--- src/rtl/uart_rx_framer.sv ---
// uart_rx_framer: oversampling UART receiver that assembles FRAMES serial
// frames into one parallel message with a valid/ready handshake, parity,
// stop-bit and inter-frame gap error reporting, and overrun detection.
module uart_rx_framer #(
  parameter int OVERSAMPLE = 16,
  parameter int DATA_BITS  = 8,
  parameter int FRAMES     = 2,
  parameter int PARITY_EN  = 0,
  parameter int PARITY_ODD = 0,
  parameter int GAP_LIMIT  = 4
) (
  input  logic                          clock,
  input  logic                          reset,
  input  logic                          serialIn,
  output logic [FRAMES*DATA_BITS-1:0]   message,
  output logic                          isNew,
  input  logic                          ready,
  output logic                          frameErr,
  output logic                          parityErr,
  output logic                          gapErr,
  output logic                          overrun,
  output logic                          busy
);

  localparam int MSG_W = FRAMES * DATA_BITS;
  localparam int SW    = $clog2(OVERSAMPLE);
  localparam int BW    = $clog2(DATA_BITS);
  localparam int IW    = (FRAMES > 1) ? $clog2(FRAMES) : 1;
  localparam int GW    = $clog2(GAP_LIMIT + 1);

  localparam logic [SW-1:0] HALF_LAST  = SW'(OVERSAMPLE / 2 - 1);
  localparam logic [SW-1:0] FULL_LAST  = SW'(OVERSAMPLE - 1);
  localparam logic [BW-1:0] LAST_BIT   = BW'(DATA_BITS - 1);
  localparam logic [IW-1:0] LAST_FRAME = IW'(FRAMES - 1);
  localparam logic [GW-1:0] LAST_GAP   = GW'(GAP_LIMIT - 1);
  localparam logic          ODD_SENSE  = (PARITY_ODD != 0);

  typedef enum logic [2:0] {
    IDLE, START, DATA, PARITY, STOP, WAIT_HIGH
  } rxStateT;

  rxStateT              state;
  logic                 syncMeta, syncLine, linePrev;
  logic                 fallEdge;
  logic [SW-1:0]        sampleCnt;
  logic [BW-1:0]        bitCnt;
  logic [IW-1:0]        frameIdx;
  logic [GW-1:0]        gapCnt;
  logic [DATA_BITS-1:0] shiftReg;
  logic [MSG_W-1:0]     msgBuf;
  logic                 msgDone;
  logic                 parityOk;

  // Two-flop synchronizer plus one delayed copy for falling-edge detection.
  // NOTE: flops reset to 1 (idle line level) so reset release cannot fake a start edge.
  always_ff @(posedge clock or posedge reset) begin
    if (reset) begin
      syncMeta <= 1'b1;
      syncLine <= 1'b1;
      linePrev <= 1'b1;
    end else begin
      syncMeta <= serialIn;
      syncLine <= syncMeta;
      linePrev <= syncLine;
    end
  end

  assign fallEdge = linePrev & ~syncLine;
  assign parityOk = (syncLine == ((^shiftReg) ^ ODD_SENSE));

  // Receive FSM, message assembly, handshake and registered error pulses.
  always_ff @(posedge clock or posedge reset) begin
    if (reset) begin
      state     <= IDLE;
      sampleCnt <= '0;
      bitCnt    <= '0;
      frameIdx  <= '0;
      gapCnt    <= '0;
      shiftReg  <= '0;
      msgBuf    <= '0;
      msgDone   <= 1'b0;
      message   <= '0;
      isNew     <= 1'b0;
      frameErr  <= 1'b0;
      parityErr <= 1'b0;
      gapErr    <= 1'b0;
      overrun   <= 1'b0;
      busy      <= 1'b0;
    end else begin
      frameErr  <= 1'b0;
      parityErr <= 1'b0;
      gapErr    <= 1'b0;
      overrun   <= 1'b0;

      if (isNew && ready) isNew <= 1'b0;

      // Completion is handled one cycle after the final stop sample; a load
      // here overrides the acceptance clear above.
      if (msgDone) begin
        msgDone <= 1'b0;
        busy    <= 1'b0;
        if (!isNew || ready) begin
          message <= msgBuf;
          isNew   <= 1'b1;
        end else begin
          overrun <= 1'b1;
        end
      end

      case (state)
        IDLE: begin
          if (fallEdge) begin
            state     <= START;
            sampleCnt <= '0;
            busy      <= 1'b1;
          end else if (frameIdx != '0) begin
            if (sampleCnt == FULL_LAST) begin
              sampleCnt <= '0;
              if (gapCnt == LAST_GAP) begin
                gapErr   <= 1'b1;
                gapCnt   <= '0;
                frameIdx <= '0;
                msgBuf   <= '0;
                busy     <= 1'b0;
              end else begin
                gapCnt <= gapCnt + 1'b1;
              end
            end else begin
              sampleCnt <= sampleCnt + 1'b1;
            end
          end
        end

        START: begin
          if (sampleCnt == HALF_LAST) begin
            sampleCnt <= '0;
            if (!syncLine) begin
              state  <= DATA;
              bitCnt <= '0;
            end else begin
              state <= IDLE;
              busy  <= (frameIdx != '0);
            end
          end else begin
            sampleCnt <= sampleCnt + 1'b1;
          end
        end

        DATA: begin
          if (sampleCnt == FULL_LAST) begin
            sampleCnt <= '0;
            shiftReg  <= {syncLine, shiftReg[DATA_BITS-1:1]};
            bitCnt    <= bitCnt + 1'b1;
            if (bitCnt == LAST_BIT) state <= (PARITY_EN != 0) ? PARITY : STOP;
          end else begin
            sampleCnt <= sampleCnt + 1'b1;
          end
        end

        PARITY: begin
          if (sampleCnt == FULL_LAST) begin
            sampleCnt <= '0;
            if (parityOk) begin
              state <= STOP;
            end else begin
              parityErr <= 1'b1;
              frameIdx  <= '0;
              gapCnt    <= '0;
              msgBuf    <= '0;
              busy      <= 1'b0;
              state     <= WAIT_HIGH;
            end
          end else begin
            sampleCnt <= sampleCnt + 1'b1;
          end
        end

        STOP: begin
          if (sampleCnt == FULL_LAST) begin
            sampleCnt <= '0;
            gapCnt    <= '0;
            if (!syncLine) begin
              frameErr <= 1'b1;
              frameIdx <= '0;
              msgBuf   <= '0;
              busy     <= 1'b0;
              state    <= WAIT_HIGH;
            end else begin
              // First frame lands in the most-significant slot.
              for (int s = 0; s < FRAMES; s++) begin
                if (frameIdx == IW'(FRAMES - 1 - s)) msgBuf[s*DATA_BITS +: DATA_BITS] <= shiftReg;
              end
              state <= IDLE;
              if (frameIdx == LAST_FRAME) begin
                frameIdx <= '0;
                msgDone  <= 1'b1;
              end else begin
                frameIdx <= frameIdx + 1'b1;
              end
            end
          end else begin
            sampleCnt <= sampleCnt + 1'b1;
          end
        end

        WAIT_HIGH: begin
          sampleCnt <= '0;
          if (syncLine) state <= IDLE;
        end

        default: state <= IDLE;
      endcase
    end
  end

endmodule

--- config.mk ---
export PLATFORM = sky130hd
export DESIGN_NAME = uart_rx_framer
export DESIGN_NICKNAME = d
export VERILOG_FILES = /design/src/rtl/uart_rx_framer.sv
export SDC_FILE = /design/constraint.sdc
export NUM_CORES = 1
export LEC_CHECK = 0
export CAP_MARGIN = 10
export CORE_UTILIZATION = 67
export CTS_CLUSTER_DIAMETER = 60
export CTS_CLUSTER_SIZE = 40
export DETAILED_ROUTE_END_ITERATION = 8
export DONT_BUFFER_PORTS = 1
export PLACE_DENSITY = 0.83
export SYNTH_ARGS = -nofsm -noshare
export SYNTH_HDL_FRONTEND = slang
export SYNTH_SLANG_ARGS = --single-unit
export TNS_END_PERCENT = 5
--- constraint.sdc ---
create_clock -name clock -period 5.2 [get_ports clock]
set_input_delay 1.3 -clock clock [delete_from_list [all_inputs] [get_ports clock]]
set_output_delay 1.3 -clock clock [all_outputs]
set_load 0.03 [all_outputs]
==> impl_metrics.csv, run 1 <==
group,metric,value,unit
pwr,p_leak,1.491,nW
sta,setup_viol,0,
place,placed_cell_area,2908,sq um
setup_path,cp_max_fo,9,
final_layout,layout_common_cells,"61 x dfrtp_1, 25 x mux2_2, 18 x a22o_1",
yosys,synth.ff_latch_count,64,
final_layout,area_growth,9.874,%
clock_network,clock_latency,330,ps
final_layout,drive_gt1_frac,0.2355,
clock_network,cts-root-buf,"clkbuf_8",
clock_network,cts_tree,"yes",
final_layout,fillers,248,
grt,grt_antenna_before_repair,0,
sta,slew_headroom,0.4899,
final_layout,layoutNonFillerInstCount,292,
clock_network,cts_buffers,9,
die,core,4058,sq um
place,dp_hpwl,3397,um
sta,setup_slack,2836,ps
die,floorplan.initialDensity,0.7089,
route,drt-pass1-iter-count,4,
final_layout,final_core_util,0.7789,
place,preCtsSetupSlack,2662,ps
sta,hold_ws,359.0,ps
run_status,status,"finished, final reports clean",
route,ant_nets,0,
route,wl_per_cell,17.75,um
yosys,seq_area_frac_synth,0.5581,
setup_path,worst-path-buf-inv,0,
sta,fin_crit_sh,0.4546,
setup_path,crit_chain,"ha_1 -> nand3_1 -> a211o_1 -> nor2_1 -> a22o_1",
pwr,ir_drop,251.7,uV
grt,grt_start_max_net_pins,65,
pwr,total_power,1.362,mW
yosys,syn_area,2877,sq um
yosys,syn_area_per_cell,12.24,sq um
die,dieArea,4560,sq um
route,vias_per_cell,6.414,
setup_path,crit_path_top_delay_cell,"nor2_1",
yosys,syn_inst,235,
clock_network,path_clk_slew,70,ps
sta,tns,0,ps
place,place_inst,276,
grt,grtUsageTotal,0.2600,
yosys,ys_types,50,
die,io_pins,26,
clock_network,cts_resized,0,
yosys,syn_nets,243,
grt,grt_pass1_vias,1768,
die,row_count,23,
route,route.final.wire_length,5184,um
sta,worstMarginPinSlew,765.1,ps
sta,rsz0062_at_grt,"no",
place,gp_congestion,0.9213,
sta,clock_skew,8.303,ps
final_layout,final_area,3161,sq um
clock_network,cts_hold_buf,0,
yosys,yosysWarnings,0,
sta,fmax,423.0,MHz
yosys,synth_ff_type,"dfrtp_1",
yosys,async_flop_share,1.000,
setup_path,path_delay_family,"simple AND/OR/NAND/NOR gates",
route,drt_iter0_markers,147,
pwr,powerDensity,430.9,nW/um^2
setup_path,crit_path_max_incr_delay,610,ps
setup_path,required,5470,ps
setup_path,worstSetupPathType,"flip-flop to flip-flop",
die,die_w,67.53,um
clock_network,cts_sinks,64,
sta,finalCriticalPeriod,2364,ps
sta,hold_viol,0,
die,die_h,67.53,um
setup_path,critPathLaunchType,"flip-flop",
final_layout,final_nets,245,
route,drc,0,
grt,grt_pass1_wl,8493,um
yosys,synth-edff-count,0,
grt,grt_overflow,0,
clock_network,post-cts-setup-buffer-count,0,
final_layout,final_common_cell,"dfrtp_1",
place,numPortBuffers,0,
setup_path,arrival,2630,ps
route,vias,1873,
sta,slew_violations,0,
setup_path,crit_path_end_kind,"flip-flop",
worst_hold_path,hold_class,"flip-flop to flip-flop",
clock_network,cts_buffer_depth,2,
clock_network,h-tree-depth,3,
final_layout,diodes,0,
job,drv_cap,0,
[layer usage]
metal,GRT usage,up-vias,part of all wire
met4,0.1436,0,0.012
met2,0.3589,76,0.47
met3,0.05743,8,0.065
li1,-,877,-
met1,0.3781,912,0.45
met5,0,-,0
[synthesized netlist by cell type, types with 2 or more instances]
library cell   n  share of area
inv_1          8          0.010
mux2_2        25          0.098
buf_2          4         0.0070
nor4_1         2         0.0043
a21oi_1        9          0.016
clkbuf_1       7         0.0091
or2_2          2         0.0043
nand2b_1       3         0.0065
a31oi_1        2         0.0043
nand4_1        2         0.0043
dfrtp_1       61           0.53
nor3b_1        2         0.0052
xnor2_1        3         0.0091
nor2b_1        6          0.013
a22o_1        18          0.055
xor2_1         2         0.0061
ha_1           4          0.017
nor2_1         8          0.010
nor3_1         7          0.012
xnor3_2        2          0.017
o21ai_0        8          0.014
nand2_1       13          0.017
mux2_1         2         0.0078
nand3_1        4         0.0070
or3_1          3         0.0065
dfstp_2        3          0.027
o32ai_1        2         0.0061
[registers in the layout (all words and copies together) (netlist names)]
signal     flops
msgBuf        16
gapErr         1
shiftReg       8
frameErr       1
frameIdx       1
syncMeta       1
gapCnt         3
msgDone        1
message       16
linePrev       1
busy           1
overrun        1
syncLine       1
isNew          1
parityErr      1
bitCnt         3
state          3
sampleCnt      4
[where the power goes]
group	internal, mW	total, mW	switching, mW	leakage [nW]
combinational	0.101	0.230	0.129	0.505
clock	0.334	0.528	0.194	0.123
sequential	0.535	0.604	0.0695	0.863
total	0.969	1.36	0.392	1.49
[final cells by class]
| class | count | area, sq um | area share |
|---|---|---|---|
| Sequential cell | 64 | 1605 | 0.5079 |
| Multi-Input combinational cell | 152 | 1195 | 0.3781 |
| Clock buffer | 10 | 137.6 | 0.04355 |
| Clock inverter | 6 | 115.1 | 0.03642 |
| Tap cell | 50 | 62.56 | 0.01979 |
| Inverter | 8 | 30.03 | 0.009501 |
| Timing Repair Buffer | 2 | 15.01 | 0.004751 |
[worst paths after layout]
| check | from | to | slack, ps | cells past startpoint |
|---|---|---|---|---|
| min | syncMeta$_DFF_PP1_ | syncLine$_DFF_PP1_ | 360 | 0 |
| max | sampleCnt[0]$_DFFE_PP0P_ | msgBuf[2]$_DFFE_PP0P_ | 2840 | 5 |
| max in group asynchronous | reset | gapCnt[0]$_DFFE_PP0P_ | 3630 | 2 |
| min reg2reg | syncMeta$_DFF_PP1_ | syncLine$_DFF_PP1_ | 360 | 0 |
| min in group asynchronous | reset | gapCnt[1]$_DFFE_PP0P_ | 1060 | 2 |
| max reg2reg | sampleCnt[0]$_DFFE_PP0P_ | msgBuf[2]$_DFFE_PP0P_ | 2840 | 5 |
[kinds of logic after synthesis]
| family | share of synthesized area |
|---|---|
| AND/OR/NAND/NOR | 0.1061 |
| AO/OA/AOI/OAI | 0.1466 |
| flip-flops | 0.5581 |
| multiplexers | 0.1135 |
| XOR/XNOR | 0.03176 |
| adder cells (fa/ha/maj) | 0.01740 |
| buffers and inverters | 0.02654 |
Power figures use the tool's default switching activity.
==> run 2: changes to the inputs <==
Settings changed: CORE_UTILIZATION 67 to 56, PLACE_DENSITY 0.83 to 0.74.
Clock period 5.2 ns to 1.95 ns, I/O delays scaled along.
==> run 2 against run 1 <==
- the flow now finishes with violations (negative setup slack)
- maximum frequency rose by 19%
- critical path depth did not move
- first-iteration DRC count fell by 24%
- register-to-register slack lost 2900 ps
- clock skew is 2.6 ps higher
- clock power rose to 2.7 times the previous value
- wire length is 23% higher
- sequential share of layout area decreased by 5.3 points
- design area up 12%
- worst hold slack got worse by 220 ps
- largest power group unchanged
==> impl_metrics.csv, run 2 (same netlist as run 1, synthesis figures left out) <==
group,metric,value,unit
sta,fmax,504.5,MHz
final_layout,final_common_cell,"dfrtp_1",
final_layout,final_area,3535,sq um
setup_path,crit_path_max_incr_delay,510,ps
clock_network,cts_tree,"yes",
pwr,powerDensity,1119,nW/um^2
route,route.final.wire_length,6382,um
setup_path,cp_max_fo,3,
clock_network,cts_buffers,9,
setup_path,critPathLaunchType,"flip-flop",
die,floorplan.initialDensity,0.5971,
final_layout,layout_common_cells,"59 x dfrtp_1, 38 x buf_4, 25 x mux2_2",
die,io_pins,26,
sta,hold_viol,0,
place,preCtsSetupSlack,-51.17,ps
grt,grt_pass1_vias,2037,
pwr,ir_drop,607.2,uV
clock_network,clock_latency,350,ps
route,vias_per_cell,5.833,
grt,grt_pass1_wl,10210,um
die,die_w,73.67,um
final_layout,multiInputGateArea,1240,sq um
die,die_h,73.67,um
run_status,status,"finished with violations",
worst_hold_path,hold_class,"primary input to flip-flop",
final_layout,diodes,0,
setup_path,crit_chain,"xor2_1 -> xnor3_2 -> xor2_2 -> o211ai_2 -> mux2_1",
sta,setup_viol,2,
place,gp_congestion,0.9091,
final_layout,area_growth,22.88,%
route,vias,2024,
clock_network,path_clk_slew,80,ps
clock_network,cts_buffer_depth,2,
setup_path,arrival,2210,ps
die,core,4817,sq um
clock_network,post-cts-setup-buffer-count,0,
setup_path,crit_path_end_kind,"flip-flop",
setup_path,required,2170,ps
route,drt_iter0_markers,111,
grt,grtUsageTotal,0.2624,
place,dp_hpwl,4202,um
clock_network,cts-root-buf,"clkbuf_8",
sta,clock_skew,10.86,ps
setup_path,worstSetupPathType,"flip-flop to flip-flop",
grt,grt_overflow,0,
place,numPortBuffers,0,
route,drt-pass1-iter-count,4,
route,drc,0,
final_layout,top_regs,"message: 16 flops, msgBuf: 16 flops, shiftReg: 8 flops",
pwr,p_leak,1.690,nW
clock_network,h-tree-depth,3,
final_layout,drive_gt1_frac,0.3643,
die,row_count,25,
grt,grt_antenna_before_repair,0,
sta,slew_headroom,0.7193,
sta,tns,-40.88,ps
grt,grt_start_max_net_pins,39,
final_layout,final_nets,283,
die,dieArea,5427,sq um
final_layout,final-seq-area,1608,sq um
setup_path,reg2reg_slack,-30,ps
run_status,violations,"negative setup slack",
route,wl_per_cell,18.39,um
final_layout,fillers,335,
route,ant_nets,0,
sta,slew_violations,0,
sta,rsz0062_at_grt,"yes",
sta,finalCriticalPeriod,1982,ps
clock_network,cts_sinks,64,
sta,worstMarginPinSlew,420.6,ps
sta,setup_slack,-31.98,ps
pwr,total_power,3.954,mW
setup_path,crit_path_top_delay_cell,"xnor3_2",
place,placed_cell_area,3229,sq um
job,drv_cap,0,
sta,fin_crit_sh,1.016,
sta,hold_ws,141.6,ps
-- run 2: changes by cell type in the layout (fill, tap and decap cells not counted), moves of 2 or more --
cell | previous run | this run
dfrtp_1 | 61 | 59
clkinv_4 | 1 | 3
dfrtp_2 | 0 | 2
buf_4 | 2 | 38
-- run 2: metrics by stage --
step / utilization / std cells
after floorplan: - / 235
after CTS: 0.7262 / 347
after detailed placement: 0.6704 / 330
final: 0.7338 / 347
after global routing: 0.7338 / 347
after global placement: 0.6704 / 330
-- run 2: critical path: cells and delay by family, from the launching register on --
kind / cells / cell delay, ps
compound gates: 1 / 240
xor+xnor: 3 / 870
mux: 1 / 340
flops: 1 / 410
-- run 2: timing repair --
action,CTS,global route
endpoints found under the setup margin,4,22
hold endpoints to repair,1,0
gates cloned,0,0
pin swaps,1,0
hold buffers,1,0
resized for setup,1,9
-- run 2: final cells by class --
type	instances	area share
Inverter	8	0.009558
Timing Repair Buffer	40	0.08920
Tap cell	67	0.02372
Clock inverter	6	0.03292
Clock buffer	10	0.03894
Sequential cell	64	0.4549
Multi-Input combinational cell	152	0.3508
-- run 2: worst paths after layout --
path	from	to	depth (start not counted)
worst min register to register	syncMeta$_DFF_PP1_	syncLine$_DFF_PP1_	0
worst max-delay path	shiftReg[4]$_DFFE_PP0P_	gapCnt[0]$_DFFE_PP0P_	5
min in group asynchronous	reset	bitCnt[2]$_DFFE_PP0P_	2
worst max register to register	shiftReg[4]$_DFFE_PP0P_	gapCnt[0]$_DFFE_PP0P_	5
max in group asynchronous	reset	syncMeta$_DFF_PP1_	3
worst min-delay path	serialIn	syncMeta$_DFF_PP1_	0
-- run 2: power breakdown --
| part | internal [mW] | switching [mW] |
|---|---|---|
| logic | 0.450 | 0.520 |
| clock network | 0.891 | 0.551 |
| registers | 1.43 | 0.114 |
-- run 2: metal layers --
metal | track usage | wire (um) | part of all wire
met1 | 0.3712 | 2954 | 0.46
met2 | 0.3914 | 3020 | 0.47
met3 | 0.07133 | 340 | 0.053
met4 | 0.08974 | 66 | 0.010
met5 | 0 | 0 | 0
==> patch 1, RTL diff (config.mk and constraints of run 2) <==
`FRAMES`: 2 -> 4.
--- a/src/rtl/uart_rx_framer.sv
+++ b/src/rtl/uart_rx_framer.sv
@@ -4,7 +4,7 @@
 module uart_rx_framer #(
   parameter int OVERSAMPLE = 16,
   parameter int DATA_BITS  = 8,
-  parameter int FRAMES     = 2,
+  parameter int FRAMES     = 4,
   parameter int PARITY_EN  = 0,
   parameter int PARITY_ODD = 0,
   parameter int GAP_LIMIT  = 4
Ports: changed (resized message); port bits go from 26 to 42. The function was not compared with the original's and may differ.
==> patch 1 against run 2 <==
  * Final area up 37%
  * Worst setup slack worse by 39 ps
  * The run still ends with negative setup slack left
  * Sequential cell count up 33
  * Synthesized cell count up 46%
  * Area after synthesis up 45%
  * Routed wire length up 27%
  * Total power up 17%
==> patch 1: results <==
[critical_path]
crit_path_top_delay_cell = or4_4
crit_path_max_fanout = 8
slowest_delay_ps = 440
worst_r2r_path_depth = 6
wp_data_arrival_ps = 2270

[synthesis]
mappedNetlistNets = 354
ys_top_cells_by_area = dfrtp_1, mux2_2, a22o_1, nand2_1, ha_1
async_reset_ff_share_pct = 100
netlist_top_cells_count = dfrtp_1, mux2_2, nand2_1, a22o_1, inv_1
synthDistinctLibCells = 52
synth_sequential_area_ratio_pct = 58.1
synth-warning-count = 0

[placement]
dp_hpwl_um = 5640
port_buffers = 0
place_congestion = 0.839

[timing]
worst_pin_slew_ps = 611
setup_total_negative_slack_ps = -1010
hold_ws_ps = 57.6
final.setup.worst_slack_ps = -71.1
finClkSkew_ps = 11.8
final-setup-viol-count = 24

[global_route]
grt_max_degree = 46
grt_antenna_before_repair = 0
grt_pass1_wl_um = 13400
grt_usage_pct = 22.5

[final_layout]
layout.nets = 386
fillers = 530
diodes = 0
drive_above_1_share_pct = 29.0
top_regs = message x32, msgBuf x32, shiftReg x8

[clocking]
clock_tree.root_cell = clkbuf_8
cts_max_level = 3
cts_buffers = 9
insertion_delay_ps = 360
ctsLongestPathBuffers = 2
clk_pin_slew_worst_paths_ps = 100

[hold_path]
hold_path_class = in -> async

[outcome]
violations_in_the_final_reports = negative setup slack
outcome = finished with violations

[power]
p_leak_nw = 2.33
internal_power_mw = 3.16
ir_worst_vdd_v = 0.000635

[routing]
route.vias.total = 2773
wl_per_cell_um = 17.0
drt-pass1-iter-count = 4
drt_iter0_drc = 164
patch 1: worst paths after layout:
| kind | start | endpoint |
|---|---|---|
| worst max-delay path | shiftReg[2] | msgBuf[15] |
| worst min-delay path | reset | isNew |
| worst max register to register | shiftReg[2] | msgBuf[15] |
| worst min register to register | syncMeta | syncLine |
| max in group asynchronous | reset | msgBuf[27] |
| min in group clock | serialIn | syncMeta |
patch 1: critical path: cells and delay by family (launching register included):
| family | cells | cell delay (ps) |
|---|---|---|
| xor+xnor | 1 | 430 |
| simple gates | 1 | 440 |
| mux | 1 | 200 |
| compound gates | 2 | 300 |
| flops | 1 | 370 |
| buf+inv | 1 | 170 |
patch 1: routing by layer:
metal / track usage (%) / vias up / part of all wire, %
li1: - / 1289 / -
met3: 4.01 / 12 / 3.5
met4: 8.94 / 0 / 1.6
met2: 37.2 / 61 / 50
met1: 29.7 / 1411 / 45
met5: 0 / - / 0
patch 1: kinds of logic (layout without fill, tap and decap cells):
family / after synthesis / count (layout) / synth area share [%]
AO/OA/AOI/OAI: 77 / 77 / 14.1
XOR/XNOR: 7 / 7 / 2.15
adder cells (fa/ha/maj): 8 / 8 / 2.39
buffers and inverters: 34 / 71 / 3.41
flip-flops: 97 / 97 / 58.1
multiplexers: 35 / 35 / 9.66
AND/OR/NAND/NOR: 84 / 84 / 10.2
patch 1: stage by stage:
step           setup WS, ps  instance area, µm²  cells
2_1_floorplan          -165                4190    342
3_3_place_gp          -77.7                4560    460
3_5_place_dp           -107                4560    460
4_1_cts               -40.3                4800    477
5_1_grt                -135                4840    478
6_report              -71.1                4840    478
patch 1: layout make-up:
cell class / count / area share [%]
flip-flops and latches: 97 / 50.2
multi-input cells: 211 / 34.6
repair buffers: 39 / 7.16
clock buffers: 9 / 2.56
well taps: 99 / 2.56
clock inverters: 7 / 1.58
inverters: 16 / 1.32
patch 1: power by group through the flow:
stage          clock network, mW  registers (mW)  logic [mW]
6_report                    1.26            2.21        1.17
5_1_grt                     1.39            2.22        1.28
4_1_cts                     1.29            2.21        1.11
3_5_place_dp                   0            2.25        1.09
3_3_place_gp                   0            2.24        1.06
2_1_floorplan                  0            2.23       0.747
patch 1: what timing repair did:
action / in CTS / in global routing
pin swaps: 3 / 4
setup buffers: 1 / 1
endpoints found under the setup margin: 37 / 42
resized for setup: 8 / 6
==> patch 2, RTL diff (settings of run 2) <==
Made on the original files. Put one more register stage on the output `parityErr`, cleared by the reset. The value now appears one clock later. The other outputs are not delayed to match.
--- a/src/rtl/uart_rx_framer.sv
+++ b/src/rtl/uart_rx_framer.sv
@@ -39,6 +39,8 @@
     IDLE, START, DATA, PARITY, STOP, WAIT_HIGH
   } rxStateT;
 
+  logic parityErr_s0;
+
   rxStateT              state;
   logic                 syncMeta, syncLine, linePrev;
   logic                 fallEdge;
@@ -82,13 +84,13 @@
       message   <= '0;
       isNew     <= 1'b0;
       frameErr  <= 1'b0;
-      parityErr <= 1'b0;
+      parityErr_s0 <= 1'b0;
       gapErr    <= 1'b0;
       overrun   <= 1'b0;
       busy      <= 1'b0;
     end else begin
       frameErr  <= 1'b0;
-      parityErr <= 1'b0;
+      parityErr_s0 <= 1'b0;
       gapErr    <= 1'b0;
       overrun   <= 1'b0;
 
@@ -163,7 +165,7 @@
             if (parityOk) begin
               state <= STOP;
             end else begin
-              parityErr <= 1'b1;
+              parityErr_s0 <= 1'b1;
               frameIdx  <= '0;
               gapCnt    <= '0;
               msgBuf    <= '0;
@@ -213,5 +215,13 @@
     end
   end
 
+  always_ff @(posedge clock or posedge reset) begin
+    if (reset) begin
+      parityErr <= '0;
+    end else begin
+      parityErr <= parityErr_s0;
+    end
+  end
+
 endmodule
 
Function: same outputs for any inputs over 10 cycles, from zero or initial values and one cycle with reset high; that may be too few to reach the edited logic, so the function may still have changed.
==> patch 2 against run 2 <==
  * Sequential cell count is 1 higher
  * Area after synthesis shrank 0.35%
  * Routed wire length decreased by 15%
  * Critical path depth is the same
  * Worst setup slack improved by 54 ps
  * Final area shrank 3.9%
Power is not compared: it rests on default switching activity, and its combinational part moved more than twofold at a synthesized area within 25%.
==> patch 2: results <==
[timing]
finClkSkew_ps = 9.35
period_share_pct = 98.9
hold_ws_ps = 5.33
timing.max_slew.rel_slack_pct = 72.3

[final_layout]
drive_above_1_share_pct = 27.3
num-nonclk-inverters = 6
nMultiInputCombCells = 169
multi_input_logic_area_um2 = 1200
final-nonclk-buf-share_pct = 6.33
layout.nets = 286
clock_tree_area_fraction_pct = 7.11
multi_input_area_share_pct = 35.3
diodes = 0
ff_latch_area_um2 = 1630
fillers = 344
non_clock_buffer_count = 27
top_regs = message x16, msgBuf x16, shiftReg x8

[critical_path]
slowest_delay_ps = 560
crit_path_max_fanout = 4
cp-startpoint = syncLine
crit_path_top_delay_cell = dfstp_2
wp_data_arrival_ps = 2150
timing.reg2reg.setup_slack_ps = 20

[outcome]
outcome = finished clean

[hold_path]
hold_path_class = in -> async

[synthesis]
synthDistinctLibCells = 48
ys_top_cells_by_area = dfrtp_1, mux2_2, nand2_1, a22o_1, dfstp_2
yosys_register_bits = 65
mappedNetlistNets = 259
synth_sequential_area_ratio_pct = 56.9
netlist_top_cells_count = dfrtp_1, nand2_1, a22o_1, mux2_2, o21ai_0
synth.avg_cell_area_um2 = 11.4

[clocking]
clock_tree.root_cell = clkbuf_8
insertion_delay_ps = 340
clk_pin_slew_worst_paths_ps = 70

[global_route]
grt_max_degree = 27
grt_pass1_wl_um = 9160
grt_usage_pct = 23.4
grt_pass1_vias = 1874

[placement]
dp_hpwl_um = 3840
dpl.cell_count = 333
placed_cell_area_um2 = 3120
dpl_worst_slack_ps = 6.74
place_congestion = 0.906

[power]
ir_worst_vdd_v = 0.000646

[routing]
wirelength_um = 5440
drt_iter0_drc = 202
wl_per_cell_um = 15.6
route.vias.total = 1958

[floorplanning]
fp.dieArea_um2 = 5410
patch 2: changes by cell type in the layout (fill, tap and decap cells not counted), sizes merged, moves of 2 or more:
cell           run 2  this run
buf               39        26
inv                7         4
a21oi             10         6
nand2             13        48
a31oi              2         4
a211oi             0         3
nor3b              2         0
mux2i              1         3
nor4               2         0
mux2              27        17
nor2b              6         4
o32ai              3         0
patch 2: critical path: cells and delay by family, from the launching register on:
| kind | cells | cell delay, ps |
|---|---|---|
| muxes | 2 | 570 |
| DFF | 1 | 560 |
| and+or+nand+nor | 1 | 150 |
| xor gates and xnor gates | 2 | 520 |
patch 2: how the worst max path moves through the flow:
stage	endpoint	slack [ps]	depth (start not counted)
final	gapCnt[0]	20	5
after global routing	frameIdx	-50	5
after CTS	frameIdx	2	5
after detailed placement	gapCnt[0]	7	5
after global placement	gapCnt[0]	30	5
after floorplan	gapCnt[0]	30	5
patch 2: what timing repair did:
action                                  4_1_cts  5_1_grt
gates resized for setup                       1        7
endpoints found under the setup margin        5       21
hold endpoints to repair                      0        0
hold buffers                                  0        0
patch 2: cell families after synthesis:
group                    count (synthesis)  share of synthesized area, %
XOR/XNOR                                 8                          3.40
flip-flops                              65                          56.9
AND/OR/NAND/NOR                         84                          13.9
adder cells (fa/ha/maj)                  4                          1.75
multiplexers                            20                          8.16
AO/OA/AOI/OAI                           53                          13.5
buffers and inverters                   17                          2.40
patch 2: layer usage:
| metal | part of all wire (%) | track usage (%) |
|---|---|---|
| met4 | 1.3 | 10.5 |
| met2 | 49 | 36.0 |
| met5 | 0 | 0 |
| met3 | 4.4 | 7.00 |
| met1 | 45 | 30.6 |
